===== src/rtl/wave_meter.sv =====
// Period, peak and trough meter for an 8-bit ADC waveform. The input is sampled once
// per prescaler period, and rising midcode crossings with hysteresis delimit each period.
module wave_meter #(
   parameter int DIV    = 10,
   parameter int HYST   = 8,
   parameter int MAXPER = 4095
) (
   input  logic        inclk,
   input  logic        rst,
   input  logic [7:0]  din,
   output logic [11:0] Qper,
   output logic [7:0]  Qmax,
   output logic [7:0]  Qmin,
   output logic        valid,
   output logic        timeout
);

   localparam int               CNT_W   = (DIV < 1) ? 1 : $clog2(DIV + 1);
   localparam logic [CNT_W-1:0] CNT_TC  = CNT_W'(DIV);
   localparam logic [8:0]       HI      = 9'(128 + HYST);
   localparam logic [8:0]       LO      = 9'(128 - HYST);
   localparam logic [11:0]      PER_MAX = 12'(MAXPER);

   typedef enum logic [1:0] {SEEK_LOW, SEEK_HIGH, RUN_LOW, RUN_HIGH} state_t;

   function automatic logic [7:0] max8(input logic [7:0] a, input logic [7:0] b);
      return (a > b) ? a : b;
   endfunction

   function automatic logic [7:0] min8(input logic [7:0] a, input logic [7:0] b);
      return (a < b) ? a : b;
   endfunction

   logic [CNT_W-1:0] cnt;
   logic             stb_p0;
   logic [7:0]       s_p1;
   logic             vld_p1;
   logic             is_hi;
   logic             is_lo;
   state_t           state;
   logic [11:0]      per;
   logic [7:0]       runmax;
   logic [7:0]       runmin;

   // p0: prescaler and sample strobe
   assign stb_p0 = (cnt == CNT_TC);

   always_ff @(posedge inclk) begin
      if (rst)         cnt <= '0;
      else if (stb_p0) cnt <= '0;
      else             cnt <= cnt + 1'b1;
   end

   // p1: captured sample, valid for decisions one clock after the strobe
   always_ff @(posedge inclk) begin
      if (rst) begin
         s_p1   <= '0;
         vld_p1 <= 1'b0;
      end else begin
         vld_p1 <= stb_p0;
         if (stb_p0) s_p1 <= din;
      end
   end

   assign is_hi = ({1'b0, s_p1} >= HI);
   assign is_lo = ({1'b0, s_p1} <= LO);

   // p2: crossing FSM and registered measurement outputs
   always_ff @(posedge inclk) begin
      if (rst) begin
         state   <= SEEK_LOW;
         per     <= '0;
         runmax  <= 8'd0;
         runmin  <= 8'd255;
         Qper    <= '0;
         Qmax    <= '0;
         Qmin    <= '0;
         valid   <= 1'b0;
         timeout <= 1'b0;
      end else begin
         valid   <= 1'b0;
         timeout <= 1'b0;
         if (vld_p1) begin
            case (state)
               SEEK_LOW: begin
                  if (is_lo) state <= SEEK_HIGH;
               end
               SEEK_HIGH: begin
                  if (is_hi) begin
                     per    <= 12'd1;
                     runmax <= s_p1;
                     runmin <= s_p1;
                     state  <= RUN_LOW;
                  end
               end
               RUN_LOW, RUN_HIGH: begin
                  if (state == RUN_HIGH && is_hi) begin
                     // the crossing sample closes this period and opens the next
                     Qper   <= per;
                     Qmax   <= max8(runmax, s_p1);
                     Qmin   <= min8(runmin, s_p1);
                     valid  <= 1'b1;
                     per    <= 12'd1;
                     runmax <= s_p1;
                     runmin <= s_p1;
                     state  <= RUN_LOW;
                  end else if (per >= PER_MAX) begin
                     timeout <= 1'b1;
                     state   <= SEEK_LOW;
                  end else begin
                     per    <= per + 12'd1;
                     runmax <= max8(runmax, s_p1);
                     runmin <= min8(runmin, s_p1);
                     if (state == RUN_LOW && is_lo) state <= RUN_HIGH;
                  end
               end
               default: state <= SEEK_LOW;
            endcase
         end
      end
   end

endmodule


===== config.mk =====
export PLATFORM = sky130hd
export DESIGN_NAME = wave_meter
export DESIGN_NICKNAME = d
export VERILOG_FILES = /design/src/rtl/wave_meter.sv
export SDC_FILE = /design/constraint.sdc
export NUM_CORES = 1
export LEC_CHECK = 0
export CORE_MARGIN = 2
export CORE_UTILIZATION = 55
export DETAILED_ROUTE_END_ITERATION = 10
export GPL_ROUTABILITY_DRIVEN = 0
export PLACE_DENSITY = 0.79
export SLEW_MARGIN = 15
export SYNTH_ARGS = -nofsm -noshare
export SYNTH_HDL_FRONTEND = slang
export SYNTH_SLANG_ARGS = --single-unit

===== constraint.sdc =====
create_clock -name inclk -period 2.5 [get_ports inclk]
set_input_delay 0.25 -clock inclk [delete_from_list [all_inputs] [get_ports inclk]]
set_output_delay 0.25 -clock inclk [all_outputs]
set_load 0.1 [all_outputs]

Yosys cells after proc, flatten, opt, wreduce, memory -nomap -nowiden
Cells that the tools add are included.
{ "word_totals": {"ff_bits": 73, "inputBits": 10} }
{ "classes": {"addsub": 2, "mux": 21, "bitwise": 2, "n_lt_le_gt_ge": 5, "reduce_logical": 11, "eq_ne": 8} }
{ "op_table": {"columns": ["operator", "n"], "rows": [
  ["2-to-1 mux 8 bit", 7],
  ["2-to-1 mux 12 bit", 3],
  ["one-hot mux 8 bit (2 select lines)", 2],
  ["one-hot mux 12 bit (2 select lines)", 1],
  ["adder 12 x 1 -> 12 bit (second input constant)", 1],
  [">= comparator 12 bit (second input constant)", 1],
  ["2-to-1 mux 2 bit", 5],
  [">= comparator 8 bit (second input constant)", 1],
  ["> comparator 8 bit", 1],
  ["less-or-equal comparator 8 x 7 -> 1 bit (second input constant)", 1],
  ["< comparator 8 bit", 1],
  ["AND reduction 4 bit", 2],
  ["one-hot mux 2 bit (3 select lines)", 1],
  ["adder 4 x 1 -> 4 bit (second input constant)", 1],
  ["equality test 2 bit (second input constant)", 2],
  ["equality test 4 bit (second input constant)", 1],
  ["inequality test 2 bit (second input constant)", 2],
  ["inequality test 4 bit (second input constant)", 1],
  ["OR reduction 2 bit", 2],
  ["OR reduction 4 bit", 1],
  ["inequality test 3 bit (second input constant)", 1],
  ["AND reduction 3 bit", 1],
  ["OR reduction 3 bit", 1],
  ["equality test 2 x 1 -> 1 bit (second input constant)", 1],
  ["other kinds (5)", 8]
]} }

Depth between registers and ports, before layout
Gate-level depths: netlist (run 1).
{ "depth": {"word_depth": 6, "ltp_mapped": 9, "depth_no_buf": 8} }

Worst setup path before layout (run 1)
OpenSTA, ideal clock, no wires.
{ "synth_path": {"kind": "flip-flop to flip-flop", "startpoint": "register s_p1[1]", "endpoint": "register Qmax[5]", "arrival_ns": 1.988, "required_time_ns": 2.363, "synth_period_minus_slack_ns": 2.125, "n_path_buf": 1, "slack_ns": 0.375, "path_stages_with_launch": 10, "cell_sequence": "dfxtp_1 -> inv_1 -> ha_1 -> nor2b_1 -> o211ai_1 -> a21oi_1 -> o31ai_1 -> buf_2 -> mux2i_1 -> a211oi_1"} }
{ "synth_via": {"elab_chain_len": 3, "elab_cells_between_ends": 5} }
{ "synth_lines": {"columns": ["element", "line", "text"], "rows": [
  ["start: declaration", "36", "logic [7:0] s_p1;"],
  ["start signal: assignment", "61", "if (stb_p0) s_p1 <= din;"],
  [">= comparator 8 bit", "65", "assign is_hi = ({1'b0, s_p1} >= HI);"],
  ["logical AND 1 bit", "97", "if (state == RUN_HIGH && is_hi) begin"],
  ["AND reduction 3 bit (no source line)", null, null],
  ["end signal: assignment", "100", "Qmax <= max8(runmax, s_p1);"],
  ["end: declaration", "12", "output logic [7:0] Qmax,"]
]} }
Parallel ways exist; a longest one is shown, timed or not.
A chain may end at the register's enable or synchronous reset.

Worst setup path after layout (run 1)
{ "layout_path": {"startpoint": "register s_p1[2]", "endpoint": "register runmin[5]"} }
{ "layout_via": {"elab_chain_len": 5, "elab_cells_between_ends": 10} }
{ "layout_lines": {"columns": ["element", "line", "text"], "rows": [
  ["< comparator 8 bit", "31", "return (a < b) ? a : b;"],
  ["2-to-1 mux 8 bit (2 in series)", null, null],
  ["2-to-1 mux 8 bit", "97", null],
  ["one-hot mux 8 bit (2 select lines)", "84", "case (state)"],
  ["end signal: assignment", "92", "runmin <= s_p1;"],
  ["end signal: assignment", "105", "runmin <= s_p1;"],
  ["end signal: assignment", "113", "runmin <= min8(runmin, s_p1);"],
  ["end: declaration", "43", "logic [7:0] runmin;"]
]} }
Parallel ways exist; a longest one is shown, timed or not. The select of a mux whose other input is x is not followed.

==> results.ini, run 1 <==
[clock_tree]
path_clk_slew_ns=0.07
cts-root-buf=clkbuf_8
cts.sinks=73
insertion_delay_ns=0.35
post_cts_buffers=0
cts_max_level=3
cts_tree=done
cts.hold.buffers_added=0
ctsLongestPathBuffers=2
cts_buffers=9

[logic_synthesis]
syn_nets=401
ys_top_cells_by_count=dfxtp_1 (73), nand2_1 (63), nor2_1 (54), mux2i_1 (28), a211oi_1 (20)
async_flop_share_pct=0
synth-warning-count=0
ys_types=43
ys_seq_elements=73
synth_edf_count=0
synth_area_um2=3287
yosysMostFrequentCell=dfxtp_1
yosysTopAreaCell=dfxtp_1
synth_top_area_share_pct=44.46
syn_area_per_cell_um2=8.812
synth-seq-area-share_pct=44.46
synthFlopType=dfxtp_1
synthTopCellsByArea=dfxtp_1 (44%), mux2i_1 (8.5%), nand2_1 (7.2%), ha_1 (6.9%), nor2_1 (6.2%)
synthCells=373

[timing]
period_needed_ns=2.370
grt_setup_unrepaired=false
relSlewSlack_pct=44.47
tightest_slew_ns=0.8330
setup_viol=0
finalSetupTns_ns=0
clock.fmax_ghz=0.4220
fin_crit_sh_pct=94.78
fin_skew_ns=0.01171
finalHoldViolations=0
drv_slew=0
layout_setup_ws_ns=0.1305

[run]
maxCapViolCount=0

[grt]
grt_pass1_wl_mm=11.45
grt_util_all_layers_pct=23.02
grt_overflow_total=0
gr-usage-met3_pct=6.889
grt_max_degree=51
grtUsageMet1_pct=28.45
antenna_found_initial=0
grt_most_used_layer=met2
met2_usage_pct=38.20
grt_pass1_vias=2453

[setup_path]
critical_path_buf_inv_count=1
cpPeakStageDelay_ns=0.56
path_cells=inv_1 > ha_1 > o21a_1 > o21ai_0 > o21bai_1 > a41oi_2 > a31oi_2 > mux2i_1
cp_data_arrival_time_ns=2.64
crit_slowest_cell=a31oi_2
critical_path_class=register to register
path_max_fanout=7
r2r_slack_ns=0.13
cp-start-kind=register
end_kind=register
crit_family=compound AO/OA/AOI/OAI gates
critPathRequiredTime_ns=2.77

[cells_and_area]
stdcell_area_um2=3928
antenna_cells=0
final_core_util_pct=67.13
nFillCells=494
final_cells=495
layout.nets=444
layout-drive-gt1-share_pct=15.95
areaGrowthSynthToFinish_pct=19.49

[routing]
vias_per_cell=5.511
wl_per_cell_um=14.52
drt-initial-drc-count=118
detail-route-antenna-nets=0
vias=2728
first_pass_iters=4
drt_wl_total_mm=7.186
remaining_drc_errors=0

[floorplanning]
coreArea_um2=5851
dieWidth_um=81.31
ioPinCount=40
rows=28
die_h_um=81.31
start_util_pct=56.18
die_area_um2=6611

[placement]
io_buffers=39
placed_area_um2=3709
post-place-ws_ns=0.1575
hpwl_mm=5.039
dp_cells=480

[power_and_ir_drop]
ir_worst_vdd_v=0.0003574
powerDensity_nw_per_um2=566.0
p_leak_nw=1.463

[hold_path]
hold_class=primary input to register

[run_status]
run_status=finished, final reports clean

[cell families after synthesis]
family / after synthesis / synth area share [%]
simple gates: 146 / 19.11
flops: 73 / 44.46
compound gates: 65 / 13.93
buf+inv: 31 / 3.921
mux: 28 / 8.527
fa+ha+maj: 18 / 6.852
xor+xnor: 12 / 3.198
[per-stage QoR]
step / hold WS [ns] / total power, W
3_3_place_gp: 0.4429 / 0.001247
5_1_grt: 0.4558 / 0.002288
6_report: 0.4255 / 0.002223
3_5_place_dp: 0.4492 / 0.001248
4_1_cts: 0.4066 / 0.002239
2_1_floorplan: 0.3586 / 0.001226
[power by group]
part,internal [W],leakage (nW),switching [W]
Clock,0.000583,0.106,0.000419
Combinational,0.0000212,0.768,0.0000299
Sequential,0.00117,0.589,0.00000341
[worst paths after layout]
check	depth (start not counted)	end	start
worst max-delay path	8	runmin[5]	s_p1[2]
worst min-delay path	4	runmax[5]	rst
worst max register to register	8	runmin[5]	s_p1[2]
worst min register to register	2	Qper[6]	Qper[6]
[worst register-to-register path: cells and delay by family (launching register included)]
family / cells / cell delay (ns)
DFF: 1 / 0.44
AOI/OAI and AO/OA: 5 / 1.14
buffers and inverters: 1 / 0.14
adders and majority gates: 1 / 0.32
muxes: 1 / 0.26
[layer usage]
metal  part of all wire (%)  up-vias
li1                       -     1383
met1                     45     1288
met2                     50       47
met3                    3.6       10
met4                    1.4        0
met5                      0        -
[layout make-up]
class                           instances  area [um^2]  share of cell area [%]
Multi-Input combinational cell        269         1713                   43.61
Clock buffer                           12        145.1                   3.695
Sequential cell                        73         1461                   37.21
Tap cell                               75        93.84                   2.389
Clock inverter                          3        65.06                   1.657
Timing Repair Buffer                   52        407.9                   10.39
Inverter                               11        41.29                   1.051
[sequential cells by signal (all words and copies together) (netlist names)]
| name | cells |
|---|---|
| Qper | 12 |
| per | 12 |
| Qmax | 8 |
| Qmin | 8 |
| runmax | 8 |
| runmin | 8 |
| s_p1 | 8 |
| cnt | 4 |
| state | 2 |
| timeout | 1 |
| valid | 1 |
| vld_p1 | 1 |
[timing repair]
item / 4_1_cts / 5_1_grt
endpoints found under the setup margin: 0 / 7
endpoints found under the hold margin: 0 / 0
resized for setup: 0 / 1
[cells in the final DEF (no fill, tap or decap), types with 2 or more instances in the layout]
master,count
a21oi_1,16
nor3_1,3
dfxtp_1,73
a211oi_1,20
nor2_1,53
a21o_1,2
and4_1,2
nand3_1,5
clkdlybuf4s50_1,8
o21ai_0,10
nand4_1,7
clkbuf_8,10
buf_4,43
nor4_1,2
nand2_1,63
or4_1,2
o21a_1,3
ha_1,18
inv_1,11
xor2_1,8
bufinv_16,2
clkbuf_1,2
mux2i_1,28
xnor2_1,4
No activity file was read; power rests on OpenSTA's default activity.
==> run 2: changes to the inputs <==
--- a/config.mk
+++ b/config.mk
@@ -9,8 +9,8 @@
 export CORE_UTILIZATION = 55
 export DETAILED_ROUTE_END_ITERATION = 10
 export GPL_ROUTABILITY_DRIVEN = 0
+export GPL_TIMING_DRIVEN = 0
 export PLACE_DENSITY = 0.79
-export SLEW_MARGIN = 15
 export SYNTH_ARGS = -nofsm -noshare
 export SYNTH_HDL_FRONTEND = slang
 export SYNTH_SLANG_ARGS = --single-unit
==> run 2 against run 1 <==
Against the previous run:
- sequential power barely moved
- cell count rose by 1.4%
- first-iteration DRC count rose by 52%
- worst setup slack got worse by 0.013 ns
==> results.ini, run 2 (same netlist as run 1, synthesis figures left out) <==
[timing]
clock.fmax_ghz=0.4197  ; -0.55%
finalHoldViolations=0  ; unchanged
tightest_slew_ns=0.9781  ; +0.1451 ns
fin_crit_sh_pct=95.30  ; +0.52 points
drv_slew=0  ; unchanged
finalSetupTns_ns=0  ; unchanged
period_needed_ns=2.383  ; +0.01310 ns
hold_ws_ns=0.4385  ; +0.01299 ns
relSlewSlack_pct=34.59  ; -9.9 points
setup_viol=0  ; unchanged
fin_skew_ns=0.006804  ; -0.004911 ns

[routing]
wl_per_cell_um=14.99  ; +3.3%
drt_wl_total_mm=7.527  ; +4.7%
remaining_drc_errors=0  ; unchanged
vias_per_cell=5.528  ; +0.30%
drt-initial-drc-count=179  ; +52%
vias=2775  ; +1.7%
first_pass_iters=5  ; +1
detail-route-antenna-nets=0  ; unchanged

[clock_tree]
cts_tree=done
cts_max_level=3  ; unchanged
path_clk_slew_ns=0.07  ; about the same
cts.sinks=73  ; unchanged
ctsLongestPathBuffers=2  ; unchanged
cts.hold.buffers_added=0  ; unchanged
insertion_delay_ns=0.34  ; about the same
cts_buffers=9  ; unchanged
cts-root-buf=clkbuf_8

[setup_path]
critPathRequiredTime_ns=2.77  ; about the same
worstSetupEndpoint=runmin[2]
r2r.worst_path.cells=8  ; unchanged
timing.rr.end=runmin[2]
crit_cells=8  ; unchanged
rr_startpoint=s_p1[2]
path_cells=inv_1 > ha_1 > o21a_1 > o21ai_0 > o21bai_1 > a41oi_2 > a31oi_2 > mux2i_1
path_max_fanout=7  ; unchanged
cp_data_arrival_time_ns=2.65  ; about the same
crit_slowest_cell=a31oi_2
critical_path_class=register to register
cp-start-kind=register
cpPeakStageDelay_ns=0.58  ; +0.02 ns
r2r_slack_ns=0.12  ; about the same
end_kind=register
crit_start=s_p1[2]
critical_path_buf_inv_count=1  ; unchanged
crit_family=compound AO/OA/AOI/OAI gates

[floorplanning]
die_h_um=81.31  ; unchanged
dieWidth_um=81.31  ; unchanged
rows=28  ; unchanged
coreArea_um2=5851  ; unchanged
ioPinCount=40  ; unchanged
die_area_um2=6611  ; unchanged
start_util_pct=56.18  ; unchanged

[grt]
grt_max_degree=12  ; -76%
grt_most_used_layer=met2
grt_util_all_layers_pct=24.07  ; +1.1 points
antenna_found_initial=0  ; unchanged
grtUsageMet1_pct=31.18  ; +2.7 points
grt_overflow_total=0  ; unchanged
gr-usage-met3_pct=5.000  ; -1.9 points
grt_pass1_vias=2536  ; +3.4%
grt_pass1_wl_mm=12.05  ; +5.2%
met2_usage_pct=39.51  ; +1.3 points

[cells_and_area]
stdcell_area_um2=3976  ; +1.2%
layout-drive-gt1-share_pct=7.026  ; -8.9 points
layout.nets=451  ; +1.6%
nFillCells=479  ; -3.0%
areaGrowthSynthToFinish_pct=20.97
largestRegisters=Qper: 12 flops, per: 12 flops
final_common_cell=dfxtp_1
antenna_cells=0  ; unchanged
final_cell_mix=dfxtp_1 (72), nand2_1 (63), nor2_1 (54), clkdlybuf4s50_1 (38), mux2i_1 (28)
final_core_util_pct=67.96  ; +0.83 points

[placement]
io_buffers=38  ; -2.6%
hpwl_mm=5.394  ; +7.0%
placed_area_um2=3761  ; +1.4%

[power_and_ir_drop]
powerDensity_nw_per_um2=540.3  ; -4.5%
ir_worst_vdd_v=0.0004809  ; +35%
p_leak_nw=1.378  ; -5.8%

[run_status]
run_status=finished, final reports clean

[hold_path]
hold_class=primary input to register

[run]
maxCapViolCount=0  ; unchanged

-- run 2: how the worst min path moves through the flow --
stage | slack [ns] | depth (start not counted) | from | endpoint
after floorplan | 0.36 | 2 | din[1] | s_p1[1]
after global placement | 0.44 | 1 | cnt[0] | cnt[0]
after detailed placement | 0.45 | 2 | Qper[2] | Qper[2]
after CTS | 0.43 | 2 | rst | vld_p1
after global routing | 0.47 | 2 | rst | vld_p1
final | 0.44 | 2 | rst | vld_p1
-- run 2: worst register-to-register path, cell delays in order, from the launching register on --
cell and delay, ns:
dfxtp_1 0.47, inv_1 0.14, ha_1 0.30, o21a_1 0.11
o21ai_0 0.06, o21bai_1 0.20, a41oi_2 0.18, a31oi_2 0.58
mux2i_1 0.25
-- run 2: area by class of cell --
class	instances	area [um^2]	area share, %
clock buffer	12	155.1	3.902
buffer	20	93.84	2.360
tap	75	93.84	2.360
timing repair buffer	39	387.9	9.755
sequential	73	1463	36.78
multi-input combinational	269	1702	42.79
clock inverter	3	40.04	1.007
inverter	11	41.29	1.038
-- run 2: through the flow --
| stage | power [W] | cells | setup WS (ns) |
|---|---|---|---|
| finish | 0.002148 | 502 | 0.1174 |
| global route | 0.002220 | 502 | -0.01820 |
| CTS | 0.002166 | 501 | 0.07212 |
| detailed placement | 0.001253 | 486 | -0.08903 |
| global placement | 0.001251 | 486 | -0.02336 |
| floorplan | 0.001226 | 373 | 0.3749 |
-- run 2: metal layers --
layer  wire (um)  vias to the layer above  share of wire (%)
met5           0                        -                  0
met1        3478                     1310                 46
li1            -                     1385                  -
met3         278                       14                3.7
met2        3631                       66                 48
met4         139                        0                1.8
-- run 2: what timing repair did --
item                                    CTS  global route
gates resized for setup                   2             2
pin swaps                                 0             1
setup buffers                             0             1
endpoints found under the setup margin    8            10
-- run 2: report_power, final --
part / total, W / switching, W / internal, W / leakage (nW)
registers: 0.00117 / 0.00000364 / 0.00117 / 0.589
clock network: 0.000922 / 0.000415 / 0.000507 / 0.102
logic: 0.0000564 / 0.0000349 / 0.0000215 / 0.687
total: 0.00215 / 0.000453 / 0.00169 / 1.38
==> run 3: changes to the inputs <==
--- a/config.mk
+++ b/config.mk
@@ -7,10 +7,12 @@
 export LEC_CHECK = 0
 export CORE_MARGIN = 2
 export CORE_UTILIZATION = 55
+export CTS_CLUSTER_SIZE = 24
 export DETAILED_ROUTE_END_ITERATION = 10
 export GPL_ROUTABILITY_DRIVEN = 0
 export GPL_TIMING_DRIVEN = 0
 export PLACE_DENSITY = 0.79
+export SLEW_MARGIN = 20
 export SYNTH_ARGS = -nofsm -noshare
 export SYNTH_HDL_FRONTEND = slang
 export SYNTH_SLANG_ARGS = --single-unit
==> results of run 3 <==
No change in the layout: final DEF, timing and power equal those of run 2.
